===== src/rtl/note_pkg.sv =====
// Shared definitions for the note display path: ASCII codes, qualifier states and
// the 4-bit note codes also used by the note-to-ASCII stage.
package note_pkg;

  localparam logic [7:0]  ASCII_SPACE  = 8'h20;
  localparam logic [7:0]  ASCII_POUND  = 8'h23;
  localparam logic [15:0] NOTE_SILENCE = {ASCII_SPACE, ASCII_SPACE};

  typedef enum logic [1:0] {
    IDLE,
    QUAL,
    HELD
  } state_t;

  localparam logic [3:0] NOTE_C    = 4'd0;
  localparam logic [3:0] NOTE_CS   = 4'd1;
  localparam logic [3:0] NOTE_D    = 4'd2;
  localparam logic [3:0] NOTE_DS   = 4'd3;
  localparam logic [3:0] NOTE_E    = 4'd4;
  localparam logic [3:0] NOTE_F    = 4'd5;
  localparam logic [3:0] NOTE_FS   = 4'd6;
  localparam logic [3:0] NOTE_G    = 4'd7;
  localparam logic [3:0] NOTE_GS   = 4'd8;
  localparam logic [3:0] NOTE_A    = 4'd9;
  localparam logic [3:0] NOTE_AS   = 4'd10;
  localparam logic [3:0] NOTE_B    = 4'd11;
  localparam logic [3:0] NOTE_REST = 4'd15;

endpackage


===== src/rtl/note_stability_qualifier.sv =====
// Debounces the incoming note: a value must be sampled HOLD_CYCLES+1 consecutive edges
// before o_commit_valid strobes (combinationally, so the parent registers it on that edge).
module note_stability_qualifier
  import note_pkg::*;
#(
  parameter int HOLD_CYCLES = 270000
) (
  input  logic        i_clk,
  input  logic        i_reset,
  input  logic [15:0] i_ascii_note,
  output logic        o_commit_valid,
  output logic [15:0] o_commit_value
);

  localparam int             CW      = $clog2(HOLD_CYCLES);
  localparam logic [CW-1:0]  CNT_MAX = CW'(HOLD_CYCLES - 1);

  state_t        r_state;
  state_t        w_next_state;
  logic [15:0]   r_cand;
  logic [15:0]   w_cand_nxt;
  logic [CW-1:0] r_cnt;
  logic [CW-1:0] w_cnt_nxt;
  logic          w_changed;

  assign w_changed = (i_ascii_note != r_cand);

  always_ff @(posedge i_clk) begin
    if (i_reset) begin
      r_state <= IDLE;
      r_cand  <= NOTE_SILENCE;
      r_cnt   <= '0;
    end else begin
      r_state <= w_next_state;
      r_cand  <= w_cand_nxt;
      r_cnt   <= w_cnt_nxt;
    end
  end

  // Any change of input restarts qualification, whatever the current state.
  always_comb begin
    w_next_state = r_state;
    w_cand_nxt   = r_cand;
    w_cnt_nxt    = r_cnt;
    if (w_changed) begin
      w_next_state = QUAL;
      w_cand_nxt   = i_ascii_note;
      w_cnt_nxt    = '0;
    end else if (r_state == QUAL) begin
      if (r_cnt == CNT_MAX) begin
        w_next_state = HELD;
      end else begin
        w_cnt_nxt = r_cnt + 1'b1;
      end
    end
  end

  always_comb begin
    o_commit_valid = (r_state == QUAL) && !w_changed && (r_cnt == CNT_MAX);
    o_commit_value = r_cand;
  end

endmodule


===== src/rtl/note_history_ticker.sv =====
// Records each newly committed note into a NUM_SLOTS-deep ASCII history for the display,
// pulsing o_new_note on every push; silence separates repeats but is never pushed.
module note_history_ticker
  import note_pkg::*;
#(
  parameter int NUM_SLOTS   = 8,
  parameter int HOLD_CYCLES = 270000
) (
  input  logic                    i_clk,
  input  logic                    i_reset,
  input  logic [15:0]             i_ascii_note,
  input  logic                    i_clear,
  output logic [16*NUM_SLOTS-1:0] o_history,
  output logic                    o_new_note,
  output logic [15:0]             o_current_note
);

  logic                    w_commit_valid;
  logic [15:0]             w_commit_value;
  logic [16*NUM_SLOTS-1:0] r_history;
  logic [16*NUM_SLOTS-1:0] w_shifted;
  logic [15:0]             r_last;
  logic                    r_new_note;

  note_stability_qualifier #(
    .HOLD_CYCLES (HOLD_CYCLES)
  ) u_qual (
    .i_clk          (i_clk),
    .i_reset        (i_reset),
    .i_ascii_note   (i_ascii_note),
    .o_commit_valid (w_commit_valid),
    .o_commit_value (w_commit_value)
  );

  always_comb begin
    w_shifted       = r_history << 16;
    w_shifted[15:0] = w_commit_value;
  end

  // Clear outranks a same-edge commit; it does not disturb qualification in progress.
  always_ff @(posedge i_clk) begin
    if (i_reset) begin
      r_history  <= {NUM_SLOTS{NOTE_SILENCE}};
      r_last     <= NOTE_SILENCE;
      r_new_note <= 1'b0;
    end else begin
      r_new_note <= 1'b0;
      if (i_clear) begin
        r_history <= {NUM_SLOTS{NOTE_SILENCE}};
        r_last    <= NOTE_SILENCE;
      end else if (w_commit_valid && (w_commit_value != r_last)) begin
        r_last <= w_commit_value;
        if (w_commit_value != NOTE_SILENCE) begin
          r_history  <= w_shifted;
          r_new_note <= 1'b1;
        end
      end
    end
  end

  assign o_history      = r_history;
  assign o_new_note     = r_new_note;
  assign o_current_note = r_last;

endmodule


===== config.mk =====
export PLATFORM = sky130hd
export DESIGN_NAME = note_history_ticker
export DESIGN_NICKNAME = d
export VERILOG_FILES = /design/src/rtl/note_pkg.sv /design/src/rtl/note_stability_qualifier.sv /design/src/rtl/note_history_ticker.sv
export SDC_FILE = /design/constraint.sdc
export NUM_CORES = 1
export LEC_CHECK = 0
export CORE_MARGIN = 10
export CORE_UTILIZATION = 35
export DETAILED_ROUTE_END_ITERATION = 16
export HOLD_SLACK_MARGIN = 0.12
export RECOVER_POWER = 25
export SYNTH_ARGS = -nofsm -noshare
export SYNTH_HDL_FRONTEND = slang
export SYNTH_SLANG_ARGS = --single-unit

===== constraint.sdc =====
create_clock -name i_clk -period 2.1 [get_ports i_clk]
set_input_delay 0.525 -clock i_clk [delete_from_list [all_inputs] [get_ports i_clk]]
set_output_delay 0.525 -clock i_clk [all_outputs]
set_load 0.01 [all_outputs]

* Yosys cells after proc, flatten, opt, wreduce, memory -nomap -nowiden
Index checks and enable logic that the tools add are counted.
Word-level totals: register bits 182, bits in latches 0, bits in writable memories 0, memory bits (read-only) 0, input port bits 19, output and inout port bits 145, word-level logic and storage cells 32, memories 0
Cells by class: add/sub/neg operators 1, multipliers 0, divide/modulo/power cells 0, magnitude comparators 0, equality and inequality tests 5, shift operators 0, multiplexer cells 4, bitwise operators 2, reduce and logical (&&, ||, !) cells 13
Operators with widths (count):
- $ne 16x16->1 | 2
- $add 19x1->19 const B | 1
- $eq 19x19->1 const B | 1
- $ne 16x14->1 const B | 1
- $reduce_and 2->1 | 4
- $mux 1 | 4
- $reduce_bool 2->1 | 2
- $reduce_or 2->1 | 2
- $logic_and 1x1->1 | 3
- $reduce_or 3->1 | 1
- $eq 2x1->1 const B | 1
- $not 1->1 | 2
- $logic_not 1->1 | 1

* Depth between registers and ports, before layout
depth after elaboration 7, depth in mapped cells 9

* Cells and area by module
Synthesis repeated with hierarchy kept, for this count alone.
Unflattened totals: cells, all modules 703, area, all modules 6984.2 µm²
By module, submodules not included:
- note_history_ticker | times used 1, cells each 518, area an instance 5247.5 µm², seq. area each 2902.8 µm²
- note_stability_qualifier | times used 1, cells each 185, area an instance 1736.7 µm², seq. area each 740.7 µm²

* Least setup slack after synthesis
No wires, ideal clock.
path type input port to flip-flop, start input port i_ascii_note[10], end register r_history[13] (netlist: o_history[13]), setup time 72 ps, data arrival time 2036 ps, required time 2028 ps, slack -7 ps, stages 8, buffers on the path 3, path through xnor2_1 -> nand4_1 -> nor4_2 -> and4_1 -> clkbuf_1 -> buf_4 -> buf_4 -> mux2i_1
On the way: word-level cells in the longest chain between the ends 6
Ends and longest elaborated chain:
- start, declared | RTL line note_history_ticker.sv:11 | input logic [15:0] i_ascii_note,
- $ne 16x16->1 | RTL line note_stability_qualifier.sv:26 | assign w_changed = (i_ascii_note != r_cand);
- $logic_not 1->1 | RTL line note_stability_qualifier.sv:59 | o_commit_valid = (r_state == QUAL) && !w_changed && (r_cnt == CNT_MAX);
- $logic_and 1x1->1 (2 in series) | RTL line note_stability_qualifier.sv:59
- $logic_and 1x1->1 | RTL line note_history_ticker.sv:51 | end else if (w_commit_valid && (w_commit_value != r_last)) begin
- $reduce_and 2->1 (no line)
- end signal, assigned | RTL line note_history_ticker.sv:43 | r_history <= {NUM_SLOTS{NOTE_SILENCE}};
- end signal, assigned | RTL line note_history_ticker.sv:49 | r_history <= {NUM_SLOTS{NOTE_SILENCE}};
- end signal, assigned | RTL line note_history_ticker.sv:54 | r_history <= w_shifted;
- end, declared | RTL line note_history_ticker.sv:20 | logic [16*NUM_SLOTS-1:0] r_history;
No other way between the ends. A chain may end at the register's enable or synchronous reset.

* Worst setup path after layout
start register u_qual.r_cand[10] (netlist: u_qual.o_commit_value[10]), end register r_history[65] (netlist: o_history[65])
On the way: word-level cells in the longest chain between the ends 6
Ends and longest elaborated chain:
- start, declared | RTL line note_stability_qualifier.sv:20 | logic [15:0] r_cand;
- start signal, assigned | RTL line note_stability_qualifier.sv:35 | r_cand <= w_cand_nxt;
- $ne 16x16->1 | RTL line note_stability_qualifier.sv:26
- $logic_not 1->1 | RTL line note_stability_qualifier.sv:59
- $logic_and 1x1->1 (2 in series) | RTL line note_stability_qualifier.sv:59
- $logic_and 1x1->1 | RTL line note_history_ticker.sv:51
- $reduce_and 2->1 (no line) *
Mark *: on every way between the ends. The rest lies on a longest branch, timed or not.

==> flow_summary.ini <==
[critical_path]
path_common_cell = buf_12
slowest_delay_ps = 330
r2r_cells = 11
path_class = reg2reg
crit_path_end_kind = register
required_ps = 2410
worst-path-stages = 11
critical_path_buf_inv_count = 6
cp_top_family = buffers and inverters
cp_max_fo = 7
worstSetupStartpointType = register
worstPathCellList = buf_6 > buf_4 > nor4b_2 > nand4_1 > and2_4 > and4_4 > buf_12 > buf_12 > buf_12 > buf_16 > mux2i_1
slowest_stage = dfxtp_2
arrival_ps = 2420

[floorplanning]
start_util = 0.360
core_um2 = 19700
rows = 51
die_w_um = 162
die_height_um = 162
io_pins = 164
dieArea_um2 = 26300

[routing]
drt-initial-drc-count = 357
ant_nets = 0
vias = 5648
firstDrtPassIters = 4
wirelength_um = 20600
viasPerCell = 4.73
wl_per_cell_um = 17.3
drc_errors = 0

[synthesis]
ys_seq_elements = 182
syn_area_um2 = 7070
syn_nets = 718
synth_edf_count = 0
synth_seq_area_share = 0.515
syn_inst = 698
async_flop_share = 0
synth.avg_cell_area_um2 = 10.1
synth_ff_type = dfxtp_1
ys_types = 41
yosys_warnings = 0

[global_routing]
grt_overflow = 0
grt_pass1_vias = 5445
busiest_layer = met2
use_met3 = 0.0488
grt_use_met2 = 0.236
grt_use_met1 = 0.195
grt_max_degree = 40
grt_pass1_wl_um = 31400
grt_antenna_before_repair = 0
grt_usage = 0.151

[cells_and_area]
final_common_cell = dfxtp_1
fin_util = 0.541
area_delta_synth_final_pct = 50.2
final_nets = 935
multi_input_area_um2 = 3410
fill_cells = 1818
drive_gt1_frac = 0.177
n_antenna_cell = 0
ff_latch_area_um2 = 3670
final_cell_mix = 168 x dfxtp_1, 147 x nand2_1, 141 x mux2i_1

[clock_tree]
h-tree-depth = 4
cts_tree = built
cts.path.max_buffers = 2
clk_pin_slew_worst_paths_ps = 70
cts_buffers = 17
cts_root_buf = clkbuf_16
clkSinkCount = 182
insertion_delay_ps = 430

[status]
violations = setup timing
status = finished, violations left

[power_and_ir_drop]
combPwrFrac = 0.037
seqPwrFrac = 0.505
p_clk_frac = 0.458
p_int_uw = 5350
p_per_area_nw_per_um2 = 650
swShare = 0.225
p_leak_uw = 0.00388
switchingPower_uw = 1550
vdd_ir_drop_max_uv = 544

[timing]
holdWs_ps = 457
min_period_ps = 2110
finalCritPeriodShare = 1.00
setup_viol = 3
relSlewSlack = 0.485
setup_slack_ps = -6.98
clock_skew_ps = 8.14
max_freq_mhz = 475
drv_slew = 0
worstMarginPinSlew_ps = 772
report.final.hold_viol_count = 0
grt_setup_unrepaired = yes

[min_path]
hold_depth = 2
min_path_type = reg2reg

[place]
place.gp.congestion = 0.792
dp_hpwl_um = 14500
port-buffer-count = 163
place_ws_ps = -534

[run]
maxCapViolations = 0
-- cells by family (layout without fill, tap and decap cells) --
logic type,count (synthesis),after routing,synth area share
AO/OA/AOI/OAI,39,40,0.0410
XOR/XNOR,37,37,0.0458
adder cells (fa/ha/maj),1,1,0.00177
buffers and inverters,45,274,0.0329
flip-flops,182,182,0.515
multiplexers,141,141,0.200
AND/OR/NAND/NOR,253,253,0.164
-- synth_stat cells, drive strengths merged, types with 2 or more instances --
library cell	instances	share of area
nor4	10	0.0097
nand3	6	0.0042
and4	2	0.0025
a21oi	15	0.014
or2	3	0.0027
or3	8	0.0076
or4	8	0.0090
o211ai	4	0.0050
xor2	21	0.026
nor2	34	0.018
buf	19	0.019
xnor2	16	0.020
inv	3	0.0016
nor4b	2	0.0025
dfxtp	182	0.52
o22ai	2	0.0018
mux2i	141	0.20
nor2b	15	0.013
nand2	147	0.078
o31ai	7	0.0074
nand4	12	0.011
o21ai	8	0.0073
clkbuf	23	0.012
a22oi	2	0.0021
-- state kept, by name (all words and copies together), names as in the netlist --
| register | cells |
|---|---|
| o_current_note | 16 |
| o_history | 128 |
| o_new_note | 1 |
| u_qual.o_commit_value | 16 |
| u_qual.r_cnt | 19 |
| u_qual.r_state | 2 |
-- stage by stage --
stage | instance area (um2) | TNS [ps] | instances | power, uW
floorplan | 7080 | 0 | 698 | 3680
detailed placement | 9340 | -72610 | 1134 | 3800
CTS | 10300 | 0 | 1183 | 6970
global placement | 9340 | -69800 | 1134 | 3800
finish | 10600 | -10.0 | 1193 | 6910
global route | 10600 | -1290 | 1193 | 7150
-- worst paths after layout --
check | startpoint | end | slack [ps]
min | o_history[122]$_SDFFE_PP0P_ | o_history[122]$_SDFFE_PP0P_ | 460
max | u_qual.o_commit_value[10]$_SDFFE_PP0P_ | o_history[65]$_SDFFE_PP0P_ | -7
min reg2reg | o_history[122]$_SDFFE_PP0P_ | o_history[122]$_SDFFE_PP0P_ | 460
max reg2reg | u_qual.o_commit_value[10]$_SDFFE_PP0P_ | o_history[65]$_SDFFE_PP0P_ | -7
-- layer usage --
metal,vias up,part of all wire
li1,2874,-
met2,141,0.46
met5,-,0
met4,0,0.010
met1,2619,0.46
met3,14,0.067
-- timing repair --
| item | CTS | global route |
|---|---|---|
| gates resized for setup | 49 | 47 |
| buffers inserted | 12 | 5 |
| hold buffers | 0 | 0 |
| setup endpoints to repair | 144 | 144 |
| pin swaps | 14 | 21 |
| gates cloned | 5 | 6 |
-- tightest hold or removal path: stages (launching register included) --
cell and delay, ps:
dfxtp_1 310, nand2_1 50, mux2i_1 50
-- cell type report --
class | instances | area share
clock buffers | 18 | 0.0404
clock inverters | 14 | 0.0139
inverters | 3 | 0.00106
multi-input cells | 472 | 0.321
flip-flops and latches | 182 | 0.345
well taps | 265 | 0.0312
repair buffers | 239 | 0.247
-- power by group through the flow --
stage	sequential, uW	clock, uW	combinational [uW]
6_report	3490	3170	256
5_1_grt	3490	3390	275
4_1_cts	3490	3240	243
2_1_floorplan	3560	0	119
3_3_place_gp	3570	0	239
3_5_place_dp	3570	0	238
(Power assumes the default switching activity.)
